===== config.mk =====
export PLATFORM = sky130hd
export DESIGN_NAME = if_fetch_stage
export DESIGN_NICKNAME = d
export VERILOG_FILES = /design/src/rtl/if_fetch_stage.sv
export SDC_FILE = /design/constraint.sdc
export NUM_CORES = 1
export LEC_CHECK = 0
export ABC_CLOCK_PERIOD_IN_PS = 6900
export CORE_MARGIN = 2
export CORE_UTILIZATION = 48
export CTS_BUF_LIST = sky130_fd_sc_hd__clkbuf_16
export DETAILED_ROUTE_END_ITERATION = 10
export GPL_ROUTABILITY_DRIVEN = 1
export PLACE_DENSITY = 0.86
export SETUP_SLACK_MARGIN = 0.15
export SLEW_MARGIN = 10
export SYNTH_ARGS = -nofsm -noshare
export SYNTH_HDL_FRONTEND = slang
export SYNTH_SLANG_ARGS = --single-unit

===== constraint.sdc =====
create_clock -name clk_i -period 6.9 [get_ports clk_i]
set_input_delay 0.69 -clock clk_i [delete_from_list [all_inputs] [get_ports clk_i]]
set_output_delay 0.69 -clock clk_i [all_outputs]
set_load 0.01 [all_outputs]

===== src/rtl/if_fetch_stage.sv =====
// Instruction-fetch stage: PC register, next-PC selection, IF/ID pipeline register.
// Optional macro FETCH_PERF_CNT_EN adds fetch/bubble performance counters.
module if_fetch_stage #(
  parameter logic [31:0] RESET_PC = 32'h8000_0000,
  parameter logic [31:0] IRQ_VEC  = 32'h8000_0004,
  parameter logic [31:0] EXC_VEC  = 32'h8000_0008,
  parameter logic [31:0] NOP_WORD = 32'h0000_0000
) (
  input  logic        clk_i,
  input  logic        reset_i,
  output logic [31:0] rom_addr_o,
  input  logic [31:0] rom_data_i,
  input  logic        stall_i,
  input  logic        id_redirect_i,
  input  logic [31:0] id_target_i,
  input  logic        ex_redirect_i,
  input  logic [31:0] ex_target_i,
  input  logic        exc_req_i,
  input  logic        irq_i,
  output logic [31:0] ifid_instr_o,
  output logic [31:0] ifid_pc_plus4_o,
  output logic        ifid_valid_o,
  output logic        irq_taken_o,
  output logic [31:0] irq_ret_pc_o
`ifdef FETCH_PERF_CNT_EN
  ,
  output logic [31:0] fetch_cnt_o,
  output logic [31:0] bubble_cnt_o
`endif
);

  logic [31:0] pc_q, pc_d;
  logic [31:0] ifid_instr_q, ifid_instr_d;
  logic [31:0] ifid_pc_plus4_q, ifid_pc_plus4_d;
  logic        ifid_valid_q, ifid_valid_d;
  logic        irq_taken_q, irq_taken_d;
  logic [31:0] irq_ret_pc_q, irq_ret_pc_d;
  logic [31:0] pc_plus4;
  logic        irq_fire;
  logic        flush;

  assign pc_plus4 = pc_q + 32'd4;
  // Kernel mode (PC[31]) masks interrupts, so handlers never nest.
  assign irq_fire = irq_i && !pc_q[31] && !stall_i;

  always_comb begin
    pc_d            = pc_plus4;
    ifid_instr_d    = rom_data_i;
    ifid_pc_plus4_d = pc_plus4;
    ifid_valid_d    = 1'b1;
    irq_taken_d     = 1'b0;
    irq_ret_pc_d    = irq_ret_pc_q;
    flush           = 1'b0;
    if (exc_req_i) begin
      pc_d  = EXC_VEC;
      flush = 1'b1;
    end else if (ex_redirect_i) begin
      pc_d  = {ex_target_i[31:2], 2'b00};
      flush = 1'b1;
    end else if (id_redirect_i) begin
      pc_d  = {id_target_i[31:2], 2'b00};
      flush = 1'b1;
    end else if (irq_fire) begin
      pc_d         = IRQ_VEC;
      flush        = 1'b1;
      irq_taken_d  = 1'b1;
      irq_ret_pc_d = pc_q;
    end else if (stall_i) begin
      pc_d            = pc_q;
      ifid_instr_d    = ifid_instr_q;
      ifid_pc_plus4_d = ifid_pc_plus4_q;
      ifid_valid_d    = ifid_valid_q;
    end
    if (flush) begin
      ifid_instr_d    = NOP_WORD;
      ifid_pc_plus4_d = pc_plus4;
      ifid_valid_d    = 1'b0;
    end
  end

  always_ff @(posedge clk_i or posedge reset_i) begin
    if (reset_i) begin
      pc_q            <= RESET_PC;
      ifid_instr_q    <= NOP_WORD;
      ifid_pc_plus4_q <= 32'd0;
      ifid_valid_q    <= 1'b0;
      irq_taken_q     <= 1'b0;
      irq_ret_pc_q    <= 32'd0;
    end else begin
      pc_q            <= pc_d;
      ifid_instr_q    <= ifid_instr_d;
      ifid_pc_plus4_q <= ifid_pc_plus4_d;
      ifid_valid_q    <= ifid_valid_d;
      irq_taken_q     <= irq_taken_d;
      irq_ret_pc_q    <= irq_ret_pc_d;
    end
  end

  assign rom_addr_o      = pc_q;
  assign ifid_instr_o    = ifid_instr_q;
  assign ifid_pc_plus4_o = ifid_pc_plus4_q;
  assign ifid_valid_o    = ifid_valid_q;
  assign irq_taken_o     = irq_taken_q;
  assign irq_ret_pc_o    = irq_ret_pc_q;

`ifdef FETCH_PERF_CNT_EN
  logic [31:0] fetch_cnt_q, bubble_cnt_q;
  logic        fetch;

  // Every cycle is either a sequential fetch or a bubble (flush or stall).
  assign fetch = !(flush || stall_i);

  always_ff @(posedge clk_i or posedge reset_i) begin
    if (reset_i) begin
      fetch_cnt_q  <= 32'd0;
      bubble_cnt_q <= 32'd0;
    end else if (fetch) begin
      fetch_cnt_q  <= fetch_cnt_q + 32'd1;
    end else begin
      bubble_cnt_q <= bubble_cnt_q + 32'd1;
    end
  end

  assign fetch_cnt_o  = fetch_cnt_q;
  assign bubble_cnt_o = bubble_cnt_q;
`endif

endmodule


==> flow_summary.json, run 1 <==
{
  "status": "completed",
  "start_util": 0.489,
  "post-cts-setup-buffers": 0,
  "grt_antenna_before_repair": 0,
  "setup_slack_ns": 3.61,
  "postCtsHoldBufs": 0,
  "grt_pass1_vias": 6076,
  "nets": 943,
  "critPathRequiredTime_ns": 7.19,
  "clock_latency_ns": 0.42,
  "postPlaceCellArea_sq_mm": 0.00839,
  "yosys.area_share.adder": 0.00204,
  "ys_types": 69,
  "cts.sink_count": 124,
  "cts_made_buffers": 17,
  "routabilityCongestion": 0.885,
  "dieArea_sq_mm": 0.0137,
  "synth_area_sq_mm": 0.00615,
  "final_core_util": 0.713,
  "vias": 6013,
  "yosys-top-cells-count": "123 x dfrtp_1, 121 x nand2_1, 56 x o21ai_0, 33 x a22o_1",
  "endpoint_kind": "flip-flop",
  "finalHoldViolations": 0,
  "crit_fanout": 103,
  "clock.fmax_mhz": 304,
  "placedCellCount": 992,
  "dp_hpwl_mm": 13.6,
  "grt_remaining_overflow": 0,
  "async_flop_share": 1.00,
  "muxShareOfSynthArea": 0.00326,
  "synth_simple_gate_area_frac": 0.189,
  "ys_seq_area_frac": 0.505,
  "drtIter0Drc": 512,
  "io-pin-count": 233,
  "finalSetupViolations": 0,
  "cellPowerDensity_mw_per_mm2": 229,
  "hold_class": "flip-flop to flip-flop",
  "io_buffers": 222,
  "p_total_mw": 2.05,
  "synth-xor-area-share": 0.0399,
  "rsz0062_at_grt": "no",
  "std_cell_rows": 41,
  "path_class": "input port to flip-flop",
  "arrival_ns": 3.58,
  "wire_per_inst_um": 19.6,
  "synth_edf_count": 0,
  "crit_path_start_kind": "input port",
  "synth_cells": 637,
  "final_cells": 1022,
  "grt_pass1_wl_mm": 31.3,
  "slew_headroom": 0.170,
  "syn_avg_cell_area_sq_um": 9.65,
  "ctsResizeCount": 0,
  "synth_top_family_by_area": "compound AO/OA/AOI/OAI gates",
  "max-cap-violations": 0,
  "worstMarginPinSlew_ns": 1.24,
  "die_x_um": 117,
  "htreeDepth": 4,
  "antenna_cells": 0,
  "grtUsageTotal": 0.300,
  "cts_tree": "done",
  "finClkSkew_ns": 0.00683,
  "yosys-top-cells-area": "dfrtp_1 50%, nand2_1 7.4%, a22o_1 4.7%",
  "area_growth_pct": 45.7,
  "peakVddDrop_mv": 0.175,
  "drtPass1Iterations": 5,
  "holdWs_ns": 0.473,
  "remaining_drc_errors": 0,
  "viasPerCell": 5.88,
  "die_h_um": 117,
  "grt_max_degree": 104,
  "p_leak_nw": 3.86,
  "synth_top_area_cell": "dfrtp_1",
  "yosys_warnings": 0,
  "cts-root-buf": "clkbuf_16",
  "pre_cts_ws_ns": 3.27,
  "drive_gt1_frac": 0.0718,
  "period_needed_ns": 3.29,
  "core_sq_mm": 0.0126,
  "final_cell_area_sq_mm": 0.00896,
  "synth_top_area_frac": 0.501,
  "synthFlopType": "dfrtp_1",
  "ant_nets": 0,
  "postRouteWirelength_mm": 20.1,
  "synth-compound-area-share": 0.203,
  "finalCritPeriodShare": 0.477,
  "drv_slew": 0,
  "yosys.cell_count.top_type": "dfrtp_1",
  "synth_seq_cells": 124,
  "cts.path.max_buffers": 2,
  "cts.reportedPaths.clkPinSlew_ns": 0.05,
  "tns_ns": 0
}
-- power by group --
part	switching (mW)	internal (mW)
Clock	0.309	0.553
Sequential	0.0619	0.782
Combinational	0.157	0.192
Total	0.527	1.53
-- worst max-delay path: stages --
cell	delay [ns]
clkdlybuf4s50_1	0.42
buf_4	0.25
nor4b_4	0.34
buf_4	0.85
nor2_1	0.44
o21ai_0	0.26
o31ai_1	0.12
o2bb2ai_1	0.16
-- state kept, by name, indices dropped and copies added, names as in the netlist --
name and flops:
rom_addr_o 30, ifid_valid_o 1, ifid_pc_plus4_o 30, irq_taken_o 1, ifid_instr_o 32, irq_ret_pc_o 30
-- cell families (layout without fill, tap and decap cells) --
family	after synthesis	in the layout
buf+inv	69	277
flops	124	124
simple gates	231	231
mux	2	2
fa+ha+maj	1	1
xor+xnor	28	28
compound gates	181	181
other cells	1	6
-- cell usage in the layout, fill, tap and decap left out, types with 3 or more instances in the layout --
cell type        synthesis  routed
nor4_1                   5       4
and3_1                   9       9
a211oi_1                 3       3
nand2_1                121     121
nor2_1                  32      32
a22oi_1                 13      13
o2bb2ai_1                4       4
a32o_1                   4       4
dfrtp_1                123     123
inv_1                   16      18
a221oi_1                 4       4
bufinv_16                0       3
o21ai_1                  4       4
nor3_2                   4       4
o31ai_1                  8       8
and4_1                   3       3
clkbuf_16                0      17
clkdlybuf4s50_1          0     221
xor2_1                   5       5
o21ai_0                 56      56
nand3_1                 12      12
nand4_1                  4       4
o22ai_1                  3       3
a31o_2                   3       3
nor3b_1                  7       7
conb_1                   1       6
a21oi_1                 20      19
clkinv_2                 0       4
a31oi_1                  3       3
a22o_1                  33      33
nor4_2                   4       5
xnor2_1                 23      23
buf_4                    8       9
a211o_1                  8       8
nand2b_1                 7       7
o221ai_1                 3       3
-- final cells by class --
cell class	instances	area, sq um
Fill cell	907	3610
Sequential cell	124	3100
Multi-Input combinational cell	449	2730
Timing Repair Buffer	231	2280
Clock buffer	17	425
Tap cell	172	215
Clock inverter	13	136
Inverter	16	62.6
-- per-layer routing --
layer / global-route usage / routed length, um
met5: 0 / 0
met4: 0.140 / 554
met3: 0.0922 / 1970
met2: 0.476 / 9820
met1: 0.378 / 7700
-- path summary, 6_finish.rpt --
| check | start | to | cells past startpoint | slack [ns] |
|---|---|---|---|---|
| max in group asynchronous | reset_i | irq_ret_pc_o[7]$_DFFE_PP0P_ | 3 | 4.80 |
| max | id_redirect_i | rom_addr_o[15]$_DFFE_PP0P_ | 8 | 3.61 |
| min reg2reg | irq_ret_pc_o[20]$_DFFE_PP0P_ | irq_ret_pc_o[20]$_DFFE_PP0P_ | 2 | 0.47 |
| min in group asynchronous | reset_i | ifid_valid_o$_DFFE_PP0P_ | 2 | 0.85 |
| min | irq_ret_pc_o[20]$_DFFE_PP0P_ | irq_ret_pc_o[20]$_DFFE_PP0P_ | 2 | 0.47 |
| max reg2reg | rom_addr_o[2]$_DFFE_PP0P_ | rom_addr_o[26]$_DFFE_PP0P_ | 6 | 4.33 |
No activity file was read; power rests on OpenSTA's default activity.
==> run 2, diff against run 1 <==
--- a/config.mk
+++ b/config.mk
@@ -5,13 +5,13 @@
 export SDC_FILE = /design/constraint.sdc
 export NUM_CORES = 1
 export LEC_CHECK = 0
-export ABC_CLOCK_PERIOD_IN_PS = 6900
+export ABC_CLOCK_PERIOD_IN_PS = 2800
 export CORE_MARGIN = 2
-export CORE_UTILIZATION = 48
+export CORE_UTILIZATION = 40
 export CTS_BUF_LIST = sky130_fd_sc_hd__clkbuf_16
 export DETAILED_ROUTE_END_ITERATION = 10
 export GPL_ROUTABILITY_DRIVEN = 1
-export PLACE_DENSITY = 0.86
+export PLACE_DENSITY = 0.77
 export SETUP_SLACK_MARGIN = 0.15
 export SLEW_MARGIN = 10
 export SYNTH_ARGS = -nofsm -noshare
==> constraint.sdc (replaced) <==
create_clock -name clk_i -period 2.8 [get_ports clk_i]
set_input_delay 0.28 -clock clk_i [delete_from_list [all_inputs] [get_ports clk_i]]
set_output_delay 0.28 -clock clk_i [all_outputs]
set_load 0.01 [all_outputs]
==> run 2 against run 1 <==
Compared with the run above: routed wire length shrank 4.1%; cell area is 2.0% higher; utilization decreased by 11 points; cell count up 3.5%; clock skew is 0.0044 ns higher; power grew 150%; sequential power increased by 140%; clock power rose by 140%; via count fell by 3.9%; critical path depth fell by 2; critical endpoint is now rom_addr_o[26]$_DFFE_PP0P_; largest cell class unchanged; largest power group unchanged; highest routed layer unchanged.
==> flow_summary.json, run 2 (synthesis gave the netlist of run 1 again) <==
{
  "status": "completed",
  "rsz0062_at_grt": "no",
  "antenna_cells": 0,
  "grt_max_degree": 125,
  "wire_per_inst_um": 18.2,
  "ant_nets": 0,
  "intPower_mw": 3.65,
  "cts.reportedPaths.clkPinSlew_ns": 0.06,
  "clock.fmax_mhz": 412,
  "postCtsHoldBufs": 0,
  "final_common_cell": "clkdlybuf4s50_1",
  "critPathRequiredTime_ns": 3.10,
  "post-cts-setup-buffers": 0,
  "postRouteWirelength_mm": 19.2,
  "remaining_drc_errors": 0,
  "clock_latency_ns": 0.42,
  "die_x_um": 128,
  "cts-root-buf": "clkbuf_16",
  "dp_hpwl_mm": 13.4,
  "max-cap-violations": 0,
  "cellPowerDensity_mw_per_mm2": 553,
  "io-pin-count": 233,
  "cts.path.max_buffers": 2,
  "grtUsageTotal": 0.235,
  "std_cell_rows": 45,
  "cp.buffers_inverters": 0,
  "peakVddDrop_mv": 0.417,
  "p_leak_nw": 3.93,
  "max_stage_delay_ns": 0.61,
  "layout_common_cells": "221 x clkdlybuf4s50_1, 123 x dfrtp_1, 121 x nand2_1",
  "crit_path_start_kind": "flip-flop",
  "endpoint_kind": "flip-flop",
  "power_switching_mw": 1.40,
  "cp_cell_sequence": "ha_1 -> and3_1 -> nand3_1 -> nor4_1 -> o21ai_0 -> a221o_1",
  "tns_ns": 0,
  "grt_pass1_vias": 5413,
  "core_sq_mm": 0.0151,
  "area_growth_pct": 48.6,
  "cts_tree": "done",
  "clkPwrFrac": 0.417,
  "drtIter0Drc": 503,
  "grt_pass1_wl_mm": 29.7,
  "setup_slack_ns": 0.374,
  "grt_antenna_before_repair": 0,
  "arrival_ns": 2.72,
  "crit_fanout": 6,
  "start_util": 0.407,
  "drive_gt1_frac": 0.100,
  "grt_remaining_overflow": 0,
  "path_class": "flip-flop to flip-flop",
  "cts.sink_count": 124,
  "pre_cts_ws_ns": 0.413,
  "slowest_stage": "nor4_1",
  "period_needed_ns": 2.43,
  "vias": 5777,
  "largest_reg_flops": 32,
  "worstMarginPinSlew_ns": 0.759,
  "pwr-share-seq": 0.409,
  "nets": 961,
  "hold_class": "input port to asynchronous set/reset pin",
  "final_core_util": 0.605,
  "comb_power_share": 0.174,
  "drtPass1Iterations": 6,
  "finalSetupViolations": 0,
  "finalCritPeriodShare": 0.867,
  "dieArea_sq_mm": 0.0164,
  "drv_slew": 0,
  "cts_made_buffers": 17,
  "routabilityCongestion": 0.837,
  "slew_headroom": 0.494,
  "viasPerCell": 5.46,
  "sw_frac_of_total": 0.277,
  "finalHoldViolations": 0,
  "finClkSkew_ns": 0.0113,
  "io_buffers": 222,
  "cpLargestDelayFamily": "simple AND/OR/NAND/NOR gates",
  "die_h_um": 128,
  "htreeDepth": 4
}
==> run 2: area by class of cell <==
cell class	instances	area [sq um]
repair buffers	249	2430
well taps	188	235
multi-input cells	449	2730
fillers	1315	5950
clock buffers	17	425
clock inverters	15	141
inverters	16	63.8
flip-flops and latches	124	3100
==> run 2: path summary, 6_finish.rpt <==
path                                                 from                              end  slack (ns)  cells past startpoint
min reg2reg                ifid_pc_plus4_o[3]$_DFFE_PP0P_   ifid_pc_plus4_o[3]$_DFFE_PP0P_        0.47                      2
max reg2reg                     rom_addr_o[3]$_DFFE_PP0P_       rom_addr_o[26]$_DFFE_PP0P_        0.37                      6
min                                               reset_i  ifid_pc_plus4_o[28]$_DFFE_PP0P_        0.33                      3
max in group asynchronous                         reset_i     irq_ret_pc_o[23]$_DFFE_PP0P_        1.82                      3
max                             rom_addr_o[3]$_DFFE_PP0P_       rom_addr_o[26]$_DFFE_PP0P_        0.37                      6
min in group clk_i                          ex_redirect_i       rom_addr_o[30]$_DFFE_PP0P_        0.34                      3
==> run 2: power by group through the flow <==
| stage | registers, mW | logic [mW] | clock network, mW |
|---|---|---|---|
| after floorplan | 2.12 | 0.319 | 0 |
| after global placement | 2.09 | 0.874 | 0 |
| after detailed placement | 2.09 | 0.885 | 0 |
| after CTS | 2.06 | 0.890 | 2.15 |
| after global routing | 2.08 | 0.950 | 2.23 |
| final | 2.06 | 0.881 | 2.10 |
==> run 2: routing by layer <==
layer / GRT usage / wire length, um
met2: 0.385 / 9250
met4: 0.0789 / 395
met3: 0.0639 / 1440
met1: 0.302 / 8150
met5: 0 / 0
==> run 2: through the flow <==
step,cells,power [mW],hold WS (ns),area (sq um)
finish,1058,5.05,0.326,9140
detailed placement,1026,2.98,0.459,8560
floorplan,642,2.44,0.413,6170
global placement,1026,2.96,0.451,8560
CTS,1058,5.10,0.316,9130
global route,1058,5.27,0.353,9140
==> run 2: worst min-delay path, cell delays in order <==
cell and delay [ns]:
clkdlybuf4s50_1 0.44, clkinvlp_4 0.09, buf_12 0.42
==> run 2: repair_timing <==
item                                   in CTS  in global routing
endpoints found under the hold margin       0                  0
gates resized for setup                     0                  1
setup endpoints to repair                   0                  1
==> run 3, diff against run 2 <==
--- a/config.mk
+++ b/config.mk
@@ -7,11 +7,11 @@
 export LEC_CHECK = 0
 export ABC_CLOCK_PERIOD_IN_PS = 2800
 export CORE_MARGIN = 2
-export CORE_UTILIZATION = 40
-export CTS_BUF_LIST = sky130_fd_sc_hd__clkbuf_16
+export CORE_UTILIZATION = 41
+export CTS_BUF_LIST = sky130_fd_sc_hd__clkbuf_8
 export DETAILED_ROUTE_END_ITERATION = 10
 export GPL_ROUTABILITY_DRIVEN = 1
-export PLACE_DENSITY = 0.77
+export PLACE_DENSITY_LB_ADDON = 0.12
 export SETUP_SLACK_MARGIN = 0.15
 export SLEW_MARGIN = 10
 export SYNTH_ARGS = -nofsm -noshare
==> run 3 against run 2 <==
Compared with the run above: sequential cell count unchanged; non-clock buffer count rose by 1; register-to-register slack worse by 0.02 ns; cell area is 1.5% lower; hold slack improved by 0.0064 ns; first-iteration DRC count fell by 5.2%; power shrank 7.6%; largest cell class unchanged; largest power group is now registers.
==> flow_summary.json, run 3 (synthesis gave the netlist of run 1 again) <==
{
  "status": "completed",
  "crit_fanout": 8,
  "largest_reg_flops": 32,
  "slew_headroom": 0.420,
  "grt_remaining_overflow": 0,
  "rsz0062_at_grt": "no",
  "fillers": 1232,
  "cts.reportedPaths.clkPinSlew_ns": 0.07,
  "dp_hpwl_mm": 13.9,
  "peakVddDrop_mv": 0.263,
  "layout_common_cells": "221 x clkdlybuf4s50_1, 123 x dfrtp_1, 121 x nand2_1",
  "p_leak_nw": 3.90,
  "multi_input_area_sq_mm": 0.00273,
  "worstMarginPinSlew_ns": 0.866,
  "post-cts-setup-buffers": 0,
  "finalSetupViolations": 0,
  "dieArea_sq_mm": 0.0160,
  "placedCellCount": 1023,
  "cts.sink_count": 124,
  "grt_pass1_vias": 5965,
  "hold_class": "input port to asynchronous set/reset pin",
  "finalCritPeriodShare": 0.872,
  "antenna_cells": 0,
  "grt_max_degree": 125,
  "grtUsageTotal": 0.250,
  "cts_tree": "done",
  "cts-root-buf": "clkbuf_8",
  "ant_nets": 0,
  "vias": 5800,
  "crit_path_start_kind": "flip-flop",
  "grt_pass1_wl_mm": 31.5,
  "htreeDepth": 4,
  "remaining_drc_errors": 0,
  "pre_cts_ws_ns": 0.369,
  "drtPass1Iterations": 5,
  "start_util": 0.421,
  "drv_slew": 0,
  "wire_per_inst_um": 18.6,
  "final_common_cell": "clkdlybuf4s50_1",
  "io-pin-count": 233,
  "cts.path.max_buffers": 2,
  "io_buffers": 222,
  "clock.fmax_mhz": 410,
  "drtIter0Drc": 477,
  "viasPerCell": 5.50,
  "critPathRequiredTime_ns": 3.13,
  "finalHoldViolations": 0,
  "setup_slack_ns": 0.358,
  "p_total_mw": 4.66,
  "cellPowerDensity_mw_per_mm2": 518,
  "final_cells": 1055,
  "tns_ns": 0,
  "core_sq_mm": 0.0146,
  "ff_latch_area_sq_mm": 0.00310,
  "std_cell_rows": 44,
  "endpoint_kind": "flip-flop",
  "routabilityCongestion": 0.804,
  "postRouteWirelength_mm": 19.6,
  "area_growth_pct": 46.4,
  "grt_antenna_before_repair": 0,
  "clock_latency_ns": 0.44,
  "drive_gt1_frac": 0.0964,
  "die_h_um": 126,
  "period_needed_ns": 2.44,
  "path_class": "flip-flop to flip-flop",
  "finClkSkew_ns": 0.0101,
  "die_x_um": 126,
  "cts_made_buffers": 17,
  "arrival_ns": 2.77,
  "max-cap-violations": 0,
  "nets": 962
}
## run 3: metal layers
layer  part of all wire  vias to the layer above  GRT usage  wire (um)
met5                  0                        -          0          0
li1                   -                     2693          -          -
met2               0.48                      273      0.403       9480
met3              0.087                       39     0.0696       1700
met4              0.025                        0     0.0983        480
met1               0.40                     2795      0.320       7920
## run 3: final timing paths
kind | endpoint | cells past startpoint | slack (ns) | startpoint
setup / recovery | rom_addr_o[29]$_DFFE_PP0P_ | 5 | 0.36 | rom_addr_o[2]$_DFFE_PP0P_
hold / removal | ifid_pc_plus4_o[28]$_DFFE_PP0P_ | 3 | 0.33 | reset_i
setup reg to reg | rom_addr_o[29]$_DFFE_PP0P_ | 5 | 0.36 | rom_addr_o[2]$_DFFE_PP0P_
hold reg to reg | irq_ret_pc_o[21]$_DFFE_PP0P_ | 2 | 0.48 | irq_ret_pc_o[21]$_DFFE_PP0P_
max in group asynchronous | rom_addr_o[30]$_DFFE_PP0P_ | 3 | 1.85 | reset_i
min in group clk_i | ifid_instr_o[26]$_DFFE_PP0P_ | 2 | 0.42 | rom_data_i[26]
## run 3: area by class of cell
class | count | area share
clock buffer | 20 | 0.0306
multi-input combinational | 449 | 0.304
timing repair buffer | 250 | 0.271
tap | 184 | 0.0256
sequential | 124 | 0.345
clock inverter | 12 | 0.0172
inverter | 16 | 0.00709
## run 3: repair_timing
item                       CTS  global route
resized for setup            0             1
hold buffers                 0             0
setup endpoints to repair    0             1
## run 3: power by group
group          switching (mW)  internal, mW  total [mW]
clock network           0.697          1.02        1.72
logic                   0.388         0.490       0.878
registers               0.143          1.92        2.07
## run 3: critical path, cell delays in order (launching register included)
cell and delay, ns:
dfrtp_1 0.50, nand3_1 0.23, or4_4 0.69, nor4_2 0.44, o21ai_0 0.17, a211o_1 0.30
## run 3: through the flow
step                      utilization  hold WS, ns  area [sq um]
after CTS                       0.617        0.407          9000
after floorplan                     -        0.413          6170
after global routing            0.617        0.416          9000
after global placement          0.587        0.457          8570
after detailed placement        0.587        0.462          8570
final                           0.617        0.333          9000
==> RTL change: new RTL, config.mk and constraints of run 2 <==
Build with the macro `FETCH_PERF_CNT_EN` defined.
--- a/src/rtl/if_fetch_stage.sv
+++ b/src/rtl/if_fetch_stage.sv
@@ -2,2 +2,4 @@
 // Optional macro FETCH_PERF_CNT_EN adds fetch/bubble performance counters.
+`define FETCH_PERF_CNT_EN
+
 module if_fetch_stage #(
Formal check against the unedited RTL (old outputs only; new: bubble_cnt_o and fetch_cnt_o): equivalent (equiv_simple and equiv_induct, registers matched by name and starting in step).
==> RTL change against run 2 <==
- critical path depth fell by 1
- sequential share of layout area rose by 2.8 points
- final area rose by 40%
- critical path type unchanged
- sequential power rose by 55%
- largest cell class unchanged
- non-clock buffer count rose by 64
- sequential cell count rose by 64
- cell count rose by 34%
- worst setup slack improved by 0.15 ns
- first-iteration DRC count rose by 8.2%
- routed wire length rose by 42%
- total power rose by 35%
- synthesized area rose by 46%
==> RTL change: results (changes against run 2) <==
.. list-table::
   :header-rows: 1

   * - Metric
     - Value
   * - Wire length after detailed routing
     - 27,300 um (+42%)
   * - DP Area
     - 0.0122 mm2 (+43%)
   * - Launch instance of the worst register-to-register path
     - rom_addr_o[13]$_DFFE_PP0P_
   * - Clock-pin slew on the worst setup and hold paths
     - 0.08 ns (+0.02 ns)
   * - Post-DR wirelength/cell
     - 19.3 um (+6.4%)
   * - Slew headroom
     - 56.9% (+7.5 points)
   * - Drt initial violations
     - 544 (+8.2%)
   * - Terminus of the critical flop-to-flop path
     - rom_addr_o[27]$_DFFE_PP0P_
   * - Area of the multi-input gates
     - 0.00400 mm2 (+46%)
   * - 1st-pass router iterations
     - 5 (-1)
   * - Cell types occupying the most area after synthesis
     - dfrtp_1, xnor2_1, mux2_2, xor2_1, nand2_1
   * - Final setup margin
     - 0.519 ns (+0.146 ns)
   * - Status
     - finished, final reports clean
   * - Slowest CP cell
     - dfrtp_1
   * - Highest fanout seen on the critical path
     - 13 (+7)
   * - Insertion delay to the later sink of the worst-skew pair
     - 0.44 ns (+0.02 ns)
   * - Maximum number of pins on one net before global-route repair
     - 79 (-37%)
   * - Number of inserted filler cells in the final layout
     - 1,836 (+40%)
   * - Number of different library cells in the post-synthesis netlist
     - 67 (-2.9%)
   * - Sequential area share after synthesis
     - 52.3% (+1.8 points)
   * - Placer congestion estimate
     - 0.862 (+3.0%)
   * - Mean post-synth cell area
     - 10.7 um2 (+11%)
   * - Leakage power
     - 5.39 nW (+37%)
   * - Clock Skews
     - 0.0130 ns (+0.00168 ns)
   * - Share of final-layout standard cells stronger than drive strength 1
     - 9.62% (-0.38 points)
   * - Peak supply drop
     - 0.354 mV (-15%)
   * - Reg2reg path depth
     - 5 (-1)
   * - Via count of the first global-routing pass
     - 7,784 (+44%)
   * - Maximum single-stage delay on the critical path
     - 0.59 ns (-0.02 ns)
   * - Worst slack at placement
     - 0.0949 ns (-0.319 ns)
   * - Global-route wire length before repair
     - 43,800 um (+48%)
   * - Placed cell count
     - 1,381 (+35%)
[RTL change: cell count changes after synthesis, moves of 7 or more]
cell      before  now
xor2_1         5   36
buf_2          0   27
nand4_1        4   33
nor3_1         2   19
xnor2_1       23   54
nand3_1       12   40
o21ai_0       56   43
mux2_2         0   28
and3_1         9   17
dfrtp_1      123  187
nand2_1      121   82
o31ai_1        8    1
a22oi_1       13   21
clkbuf_1      32   21
[RTL change: per-stage QoR]
stage	power (mW)	hold WS, ns
2_1_floorplan	3.77	0.420
3_3_place_gp	4.51	0.453
3_5_place_dp	4.54	0.461
4_1_cts	6.89	0.286
5_1_grt	7.14	0.313
6_report	6.84	0.281
[RTL change: power by group]
group	internal (mW)	total (mW)	leakage, nW	switching, mW
clock	1.17	2.35	0.271	1.18
sequential	2.92	3.19	2.50	0.265
combinational	0.718	1.30	2.62	0.582
total	4.81	6.84	5.39	2.02
[RTL change: layout make-up]
type | instances | area share [%]
inverter | 10 | 0.323
timing repair buffer | 313 | 24.5
clock inverter | 15 | 1.03
multi-input combinational | 590 | 31.3
sequential | 188 | 36.8
tap | 280 | 2.74
clock buffer | 17 | 3.33
[RTL change: cells by family (layout without fill, tap and decap cells)]
logic type / Yosys count / count (layout) / synth area share [%]
AND/OR/NAND/NOR: 288 / 288 / 17.6
flip-flops: 188 / 188 / 52.3
AO/OA/AOI/OAI: 175 / 175 / 13.8
XOR/XNOR: 90 / 90 / 8.76
buffers and inverters: 71 / 355 / 3.67
multiplexers: 28 / 28 / 3.50
adder cells (fa/ha/maj): 3 / 3 / 0.417
other: 1 / 6 / 0.0417
[RTL change: per-layer routing]
layer	track usage, %	routed length, um	up-vias
met5	0	0	-
met3	7.58	2420	37
met4	6.14	390	0
li1	-	-	3601
met1	29.0	11100	3817
met2	39.2	13400	333
